--- src/rtl/data_input.sv ---
// Processor-side IN port: stalls the core until a debounced Enter press/release,
// returning the switch value sampled at the press, zero-extended to 32 bits.
module data_input #(
  parameter int SW_WIDTH        = 16,
  parameter int DEBOUNCE_CYCLES = 1000000
) (
  input  logic                clock,
  input  logic                reset,
  input  logic                inputRequest,
  input  logic [SW_WIDTH-1:0] switches,
  input  logic                enterKey,
  output logic [31:0]         dataIn,
  output logic                stall,
  output logic                inputReady,
  output logic                waiting
);

  localparam int CNT_W = $clog2(DEBOUNCE_CYCLES) + 1;
  localparam logic [CNT_W-1:0] CNT_MAX = CNT_W'(DEBOUNCE_CYCLES - 1);

  typedef enum logic [1:0] {
    IDLE         = 2'd0,
    WAIT_PRESS   = 2'd1,
    WAIT_RELEASE = 2'd2,
    DONE         = 2'd3
  } state_t;

  state_t              state_q, state_d;
  logic                key_meta_q, key_meta_d;
  logic                key_sync_q, key_sync_d;
  logic [SW_WIDTH-1:0] sw_meta_q, sw_meta_d;
  logic [SW_WIDTH-1:0] sw_sync_q, sw_sync_d;
  logic                key_db_q, key_db_d;
  logic                key_db_prev_q, key_db_prev_d;
  logic [CNT_W-1:0]    cnt_q, cnt_d;
  logic [31:0]         data_q, data_d;

  // Synchronizers and debouncer run in every state, independent of the FSM.
  always_comb begin
    key_meta_d    = enterKey;
    key_sync_d    = key_meta_q;
    sw_meta_d     = switches;
    sw_sync_d     = sw_meta_q;
    key_db_d      = key_db_q;
    key_db_prev_d = key_db_q;
    cnt_d         = cnt_q;
    if (key_sync_q == key_db_q) begin
      cnt_d = '0;
    end else if (cnt_q == CNT_MAX) begin
      key_db_d = key_sync_q;
      cnt_d    = '0;
    end else begin
      cnt_d = cnt_q + 1'b1;
    end
  end

  // A press is a debounced rising edge seen while already in WAIT_PRESS, so a
  // key held down before the request never counts.
  always_comb begin
    state_d = state_q;
    data_d  = data_q;
    unique case (state_q)
      IDLE: begin
        if (inputRequest) state_d = WAIT_PRESS;
      end
      WAIT_PRESS: begin
        if (!inputRequest) begin
          state_d = IDLE;
        end else if (key_db_q && !key_db_prev_q) begin
          data_d  = 32'(sw_sync_q);
          state_d = WAIT_RELEASE;
        end
      end
      WAIT_RELEASE: begin
        if (!key_db_q) state_d = DONE;
      end
      DONE: state_d = IDLE;
      default: state_d = IDLE;
    endcase
  end

  always_ff @(posedge clock) begin
    if (reset) begin
      state_q       <= IDLE;
      key_meta_q    <= 1'b0;
      key_sync_q    <= 1'b0;
      sw_meta_q     <= '0;
      sw_sync_q     <= '0;
      key_db_q      <= 1'b0;
      key_db_prev_q <= 1'b0;
      cnt_q         <= '0;
      data_q        <= '0;
    end else begin
      state_q       <= state_d;
      key_meta_q    <= key_meta_d;
      key_sync_q    <= key_sync_d;
      sw_meta_q     <= sw_meta_d;
      sw_sync_q     <= sw_sync_d;
      key_db_q      <= key_db_d;
      key_db_prev_q <= key_db_prev_d;
      cnt_q         <= cnt_d;
      data_q        <= data_d;
    end
  end

  // Stall is combinational on inputRequest so the core freezes in the request cycle.
  assign stall      = (state_q == IDLE && inputRequest) ||
                      (state_q == WAIT_PRESS) || (state_q == WAIT_RELEASE);
  assign inputReady = (state_q == DONE);
  assign waiting    = (state_q == WAIT_PRESS);
  assign dataIn     = data_q;

endmodule

--- config.mk ---
export PLATFORM = sky130hd
export DESIGN_NAME = data_input
export DESIGN_NICKNAME = d
export VERILOG_FILES = /design/src/rtl/data_input.sv
export SDC_FILE = /design/constraint.sdc
export NUM_CORES = 1
export LEC_CHECK = 0
export BUFFER_PORTS_ARGS = -buffer_cell sky130_fd_sc_hd__buf_2
export CAP_MARGIN = 15
export CORE_MARGIN = 2
export CORE_UTILIZATION = 47
export CTS_CLUSTER_SIZE = 20
export DETAILED_ROUTE_END_ITERATION = 12
export PLACE_DENSITY_LB_ADDON = 0.2
export SYNTH_ARGS = -nofsm -noshare
export SYNTH_HDL_FRONTEND = slang
export SYNTH_SLANG_ARGS = --single-unit
--- constraint.sdc ---
create_clock -name clock -period 2 [get_ports clock]
set_clock_uncertainty 0.15 [all_clocks]
set_input_delay 0.2 -clock clock [delete_from_list [all_inputs] [get_ports clock]]
set_output_delay 0.2 -clock clock [all_outputs]
set_load 0.005 [all_outputs]
# Word level (Yosys, flattened, before mapping)
# Cells that the tools add are included.
totals:
  register_bits: 75
  in_bits: 20
  out_inout_bits: 35
  wordCells: 34
op_classes:
  n_addsub: 1
  n_eq_ne: 8
  n_mux: 5
  bitwise_logic: 1
  n_reduce_logical: 10
ops:
  columns: ["operator", "n"]
  rows:
  - ["adder 21 x 1 -> 21 bit (second input constant)", 1]
  - ["equality test 21 x 20 -> 1 bit (second input constant)", 1]
  - ["2-to-1 mux 2 bit", 4]
  - ["one-hot mux 2 bit (4 select lines)", 1]
  - ["AND reduction 3 bit", 2]
  - ["equality test 2 bit (second input constant)", 2]
  - ["!= test 2 bit (second input constant)", 2]
  - ["!= test 3 x 2 -> 1 bit (second input constant)", 1]
  - ["OR reduction 3 bit", 1]
  - ["equality test 2 x 1 -> 1 bit (second input constant)", 1]
  - ["logical AND 1 bit", 2]
  - ["logical NOT 2 bit", 1]
  - ["logical OR 1 bit", 2]
  - ["AND reduction 2 bit", 1]
  - ["equality test 1 bit", 1]
  - ["logical NOT 1 bit", 1]
  - ["inverter 1 bit", 1]

# Logic depth before layout (Yosys ltp)
# Gate-level depths: netlist (run 1).
depth:
  word_depth: 5
  mapped_depth: 6
  mapped_depth_nobuf: 5

# Worst setup path before layout (run 1)
# OpenSTA, ideal clock, no wires.
synth_timing:
  path_type: "reg2reg"
  from: "reg cnt_q[0]"
  to: "reg cnt_q[18]"
  setup_time_ns: 0.066
  arrival_time_ns: 1.721
  t_required_ns: 1.784
  slack_ns: 0.063
  stages_incl_launch_ff: 6
  n_path_buf: 0
  synth_period_minus_slack_ns: 1.937
  path_cell_list: "dfxtp_1 ha_1 nand3_2 or4_4 or3_1 a21oi_2"
synth_between:
  elab_chain_cells: 2
  word_cells_on_any_way: 3
  cone_classes: "add/sub: 1; eq/ne: 1; reduce/logical: 1"
synth_lines:
  columns: ["element", "line", "text"]
  rows:
  - ["from (decl)", "35", "logic [CNT_W-1:0] cnt_q, cnt_d;"]
  - ["from (signal assigned)", "101", "cnt_q <= cnt_d;"]
  - ["parallel branches: the longest is 2 deep, another holds adder 21 x 1 -> 21 bit", null, null]
# Several ways; the timed one is not identified.
# A chain may end at the register's enable or synchronous reset.

# Final worst setup path (run 1)
layout_timing:
  from: "reg cnt_q[0]"
  to: "reg cnt_q[20]"
# The elaborated chain is that of the path after synthesis.

==> results.toml, run 1 <==
[run_status]
outcome = "completed"

[clock_network]
cts_root_buffer = "clkbuf_8"
tritoncts = "built"
cts_htree_levels = 3
cts_setup_buffers = 0
numClockSinks = 75
clk_transition_reported_paths_ps = 80
cts_buffer_depth = 2
clkLatencyLatePin_ps = 340
number_of_buffers_created_by_cts = 9

[power_and_ir_drop]
worst_voltage_drop_across_the_vdd_grid_mv = 0.417
totalPowerFinal_mw = 2.92
power.density_cell_area_nw_per_um2 = 845
leakage_dissipation_nw = 1.49

[global_routing]
first_global_vias = 1822
antenna_violations_before_repair = 0
global_route_usage_over_all_layers = 0.166
gr-total-overflow = 0
largest_net_degree_at_the_start_of_global_routing = 45
grt_first_pass_wirelength_microns = 8040

[routing]
total_number_of_vias = 1956
post_drt_wl_per_cell_microns = 11.4
dr.pass1.iters = 4
viasPerCell = 4.67
route.detailed.drc = 0
postRouteWirelength_microns = 4780
drt_iter0_markers = 52
antenna_left = 0

[worst_setup_path]
cp_data_required_time_ps = 2120
reg2reg_slack_ps = 90
critPathLaunch = "cnt_q[0]"
worstReg2RegEnd = "cnt_q[20]"
worst-path-max-fanout = 5
critPathSlowestCell = "or4_4"
cp.arrival_ps = 2040
setup.worst_path.end = "cnt_q[20]"
cell_by_cell_listing_of_the_critical_path = "ha_2, nand3_2, or4_4, or3_1, a21oi_2"
worst_setup_path_type = "reg -> reg"
rr_worst_depth = 5
worstSetupEndpointType = "register"
cpPeakStageDelay_ps = 580
crit_path_start_kind = "register"
regToRegStartpoint = "cnt_q[0]"

[die]
start_util = 0.493
die_x_microns = 80.5
ioPinCount = 55
num_rows = 27
floorplan.die.height_microns = 80.5
fp.dieArea_sq_um = 6480
floorplan.core_area_sq_um = 5570

[synthesis]
yosysUniqueCellTypes = 34
synthesis.area_per_instance_sq_um = 10.0
ys_ff_latch = 75
post_synth_main_area_contributors = "dfxtp_1, nor2b_1, mux2i_1, nor2_1, buf_4"
yosys.area.top_type = "dfxtp_1"
synth_top_flop_cell = "dfxtp_1"
synth-seq-area-share = 0.546
number_of_standard_cells_after_synthesis = 275
synth.cell_area_sq_um = 2750
synth.top_cell.area_share = 0.546
asyncSetResetFlopFracSynth = 0
synth_warnings = 0
synth-edff-count = 0

[job]
cap_viol_max_count = 0

[cells_and_area]
layoutNonFillerInstCount = 419
final_cell_mix = "dfxtp_1, nor2_1, nor2b_1, buf_2, dlygate4sd3_1"
layout_commonest_cell = "dfxtp_1"
drive_gt1_frac = 0.228
multi_input_comb_area_sq_um = 1120
ff_latch_area_sq_um = 1500
fin_nets = 363
n_antenna_cell = 0
area.growth.synth_to_final_pct = 25.4
num-fill-cells = 471

[sta]
finalHoldViolCount = 0
timing.fmax_ghz = 0.522
setup-violations-final = 0
rsz0062_at_grt = "no"
timing.final.max_slew_violations = 0
layout_min_cycle_time_ps = 1910
finalSetupTns_ps = 0
post-route-period-util = 0.957

[min_path]
worst_hold_path_type = "in -> reg"
worstHoldPathCells = 2

[place]
dp.final_hpwl_microns = 3040
gpl.final_weighted_congestion = 0.824
placedCellCount = 385
quantity_of_i_o_buffers_inserted_on_ports = 38
[critical path: cells and delay by family, from the launching register on]
family / cells / cell delay (ps)
AND/OR/NAND/NOR: 3 / 1030
adder cells (fa/ha/maj): 1 / 200
flip-flops: 1 / 340
AO/OA/AOI/OAI: 1 / 130
[per-stage QoR]
| step | utilization | hold slack [ps] | worst slack, ps | instance area (sq um) |
|---|---|---|---|---|
| 2_1_floorplan | - | 178 | 62.6 | 2810 |
| 3_3_place_gp | 0.544 | 260 | 115 | 3030 |
| 3_5_place_dp | 0.544 | 267 | 75.1 | 3030 |
| 4_1_cts | 0.617 | 18.5 | 57.4 | 3440 |
| 5_1_grt | 0.619 | 31.8 | 1.03 | 3450 |
| 6_report | 0.619 | 31.8 | 85.3 | 3450 |
[state kept, by name, indices dropped and copies added, names as in the netlist, named ones only]
name,cells
cnt_q,21
dataIn,16
key_db_prev_d,1
key_db_prev_q,1
key_meta_q,1
key_sync_q,1
state_q,1
sw_meta_q,16
sw_sync_q,16
[cell usage after synthesis, types with 3 or more instances]
| cell | n |
|---|---|
| clkbuf_1 | 8 |
| nand2_1 | 7 |
| a21oi_1 | 3 |
| nor2b_1 | 38 |
| nand4_1 | 7 |
| dfxtp_1 | 75 |
| xnor2_1 | 14 |
| nor4_1 | 6 |
| buf_4 | 18 |
| nor2_1 | 39 |
| nand3_1 | 5 |
| o21ai_0 | 3 |
| nor3_1 | 5 |
| mux2i_1 | 16 |
| inv_1 | 6 |
[cell type report]
class,instances,share of cell area
inverters,6,0.00653
clock buffers,10,0.0399
repair buffers,69,0.143
clock inverters,6,0.0254
multi-input cells,181,0.324
well taps,72,0.0261
flip-flops and latches,75,0.436
[worst min-delay path by stage]
stage / from / end / slack [ps]
final: reset / dataIn[15] / 30
after global routing: reset / dataIn[15] / 30
after CTS: reset / dataIn[1] / 20
after detailed placement: switches[1] / sw_meta_q[1] / 270
after global placement: switches[12] / sw_meta_q[12] / 260
after floorplan: enterKey / key_meta_q / 180
[timing repair]
action	4_1_cts	5_1_grt
endpoints found under the hold margin	18	0
hold buffers	18	0
endpoints found under the setup margin	0	19
resized for setup	0	3
[power by group]
| part | internal, mW | switching, mW | total [mW] | leakage (nW) |
|---|---|---|---|---|
| Combinational | 0.0618 | 0.0478 | 0.110 | 0.756 |
| Sequential | 1.53 | 0.00770 | 1.53 | 0.612 |
| Clock | 0.738 | 0.535 | 1.27 | 0.117 |
| Total | 2.33 | 0.591 | 2.92 | 1.49 |
[routing by layer]
metal  vias up  global-route usage  wire, microns
li1       1006                   -              -
met1       903               0.192           2160
met2        38               0.268           2300
met3         9              0.0607            217
met4         0              0.0881            100
met5         -                   0              0
[kinds of logic (layout without fill, tap and decap cells)]
kind of cell / after synthesis / count (layout) / synth area share
XOR/XNOR: 16 / 16 / 0.0510
buffers and inverters: 34 / 91 / 0.0719
AND/OR/NAND/NOR: 120 / 120 / 0.236
AO/OA/AOI/OAI: 11 / 11 / 0.0268
adder cells (fa/ha/maj): 1 / 1 / 0.00455
multiplexers: 17 / 17 / 0.0623
flip-flops: 75 / 75 / 0.546
other: 1 / 16 / 0.00136
Power figures use the tool's default switching activity.
==> run 2: changes to the inputs <==
ABC_AREA = 1   (was default)
==> run 2 against run 1 <==
- cell count rose by 26%
- critical path depth grew 3
- maximum frequency rose by 13%
- clock-buffer cell count unchanged
- core utilization down 3.7 points
- worst setup slack better by 220 ps
- combinational power rose by 11%
==> results.toml, run 2 <==
[synthesis]
yosysUniqueCellTypes = 27
synth_top_flop_cell = "dfxtp_1"
synth.top_cell.area_share = 0.513
post_synth_main_area_contributors = "dfxtp_1, nor2_1, inv_1, nand2_1, buf_4"
synth.cell_area_sq_um = 2930
synth_warnings = 0
synth-seq-area-share = 0.513
yosys.area.top_type = "dfxtp_1"
number_of_standard_cells_after_synthesis = 392
synthesis.area_per_instance_sq_um = 7.47
ys_top_cells_by_count = "nor2_1, dfxtp_1, inv_1"
ys_ff_latch = 75
yosys.cell_count.top_type = "nor2_1"
synth-edff-count = 0
asyncSetResetFlopFracSynth = 0

[cells_and_area]
largest_reg_flops = 21
max_flop_register = "cnt_q"
layout_commonest_cell = "nor2_1"
drive_gt1_frac = 0.145
num-fill-cells = 557
fin_nets = 473
area.growth.synth_to_final_pct = 18.2
final_cell_mix = "nor2_1, dfxtp_1, inv_1"
n_antenna_cell = 0

[routing]
dr_wl_met2_microns = 2470
wirelength_met1_microns = 2340
post_drt_wl_per_cell_microns = 9.78
viasPerCell = 4.38
postRouteWirelength_microns = 5180
antenna_left = 0
drt_iter0_markers = 58
route.detailed.drc = 0
routed.top_layer = "met4"
dr.pass1.iters = 4
total_number_of_vias = 2324
met3RoutedLength_microns = 272

[power_and_ir_drop]
power.density_cell_area_nw_per_um2 = 762
worst_voltage_drop_across_the_vdd_grid_mv = 0.467
leakage_dissipation_nw = 1.50

[global_routing]
first_global_vias = 2086
gr-total-overflow = 0
largest_net_degree_at_the_start_of_global_routing = 38
grt_first_pass_wirelength_microns = 8760
antenna_violations_before_repair = 0
global_route_usage_over_all_layers = 0.156

[worst_setup_path]
worst_setup_path_type = "reg -> reg"
worstSetupEndpointType = "register"
crit_path_start_kind = "register"
critPathSlowestCell = "dfxtp_1"
cp.arrival_ps = 1780
cp_data_required_time_ps = 2090
cell_by_cell_listing_of_the_critical_path = "ha_1, nand3_2, inv_1, nand2_1, nor2_1, nand3_1, nand3_1, nor2_1"
cpPeakStageDelay_ps = 410
worst-path-max-fanout = 8

[place]
gpl.final_weighted_congestion = 0.842
dp.final_hpwl_microns = 3610
quantity_of_i_o_buffers_inserted_on_ports = 38

[sta]
post-route-period-util = 0.846
whs_ps = 113
timing.fmax_ghz = 0.591
rsz0062_at_grt = "no"
timing.final.max_slew_violations = 0
setup-violations-final = 0
layout_min_cycle_time_ps = 1690
finalHoldViolCount = 0
worst_slew_pin_slew_ps = 503
timing.slew.headroom = 0.664
finalSetupTns_ps = 0

[clock_network]
cts_root_buffer = "clkbuf_8"
clkLatencyLatePin_ps = 330
post_cts_resized = 0
tritoncts = "built"
number_of_buffers_created_by_cts = 9
cts_htree_levels = 3
clk_transition_reported_paths_ps = 70
cts_buffer_depth = 2
numClockSinks = 75

[job]
cap_viol_max_count = 0

[die]
ioPinCount = 55
die_x_microns = 82.9
floorplan.die.height_microns = 82.9
num_rows = 28
start_util = 0.492
floorplan.core_area_sq_um = 5960
fp.dieArea_sq_um = 6880

[run_status]
outcome = "completed"

[min_path]
worst_hold_path_type = "in -> reg"
-- run 2: cell types whose count changed in the layout (fill, tap and decap cells not counted), moves of 16 or more --
cell	previous run	this run
nor2_1	39	114
inv_1	6	57
nand2_1	7	50
nor2b_1	38	0
o21ai_0	3	20
mux2i_1	16	0
-- run 2: per-layer routing --
layer  vias to the layer above  GRT usage
li1                       1266          -
met2                        50      0.271
met5                         -          0
met1                       999      0.172
met3                         9     0.0616
met4                         0     0.0566
-- run 2: report_power, final --
part | internal, mW | switching, mW
Combinational | 0.0596 | 0.0619
Clock | 0.469 | 0.510
Sequential | 1.53 | 0.00985
Total | 2.06 | 0.582
-- run 2: worst max-delay path, delay by kind of cell (launching register included) --
| kind | cells | cell delay (ps) |
|---|---|---|
| DFF | 1 | 410 |
| buffers and inverters | 1 | 140 |
| adders and majority gates | 1 | 240 |
| and+or+nand+nor | 6 | 650 |
-- run 2: cell type report --
cell class	count	area (sq um)	share of cell area
multi-input combinational	251	1100	0.319
inverter	57	214	0.0618
timing repair buffer	58	383	0.111
clock inverter	4	28.8	0.00831
clock buffer	10	138	0.0397
tap	75	93.8	0.0271
sequential	75	1500	0.434
-- run 2: through the flow --
stage               instance area [sq um]  utilization  setup slack (ps)  power (mW)  instances
finish                               3460        0.582               308        2.64        530
global route                         3460        0.582               159        2.76        530
CTS                                  3460        0.582               301        2.67        530
detailed placement                   3130        0.525               321        1.67        499
global placement                     3130        0.525               381        1.66        499
floorplan                            2990            -               462        1.66        407
-- run 2: logic make-up (layout without fill, tap and decap cells) --
logic type	Yosys count	count (layout)	share of synthesized area
simple gates	191	191	0.268
buf+inv	81	129	0.129
flops	75	75	0.513
compound gates	37	37	0.0666
xor+xnor	6	6	0.0179
fa+ha+maj	1	1	0.00427
other cells	1	16	0.00128
-- run 2: final timing paths --
check / start / to / slack (ps) / cells past startpoint
max: cnt_q[0] / cnt_q[18] / 310 / 8
min: inputRequest / state_q[0] / 110 / 5
max reg2reg: cnt_q[0] / cnt_q[18] / 310 / 8
min reg2reg: sw_meta_q[15] / sw_sync_q[15] / 250 / 2
-- run 2: repair_timing --
item | CTS | global route
endpoints found under the hold margin | 17 | 0
hold buffers | 17 | 0
setup buffers | 0 | 0
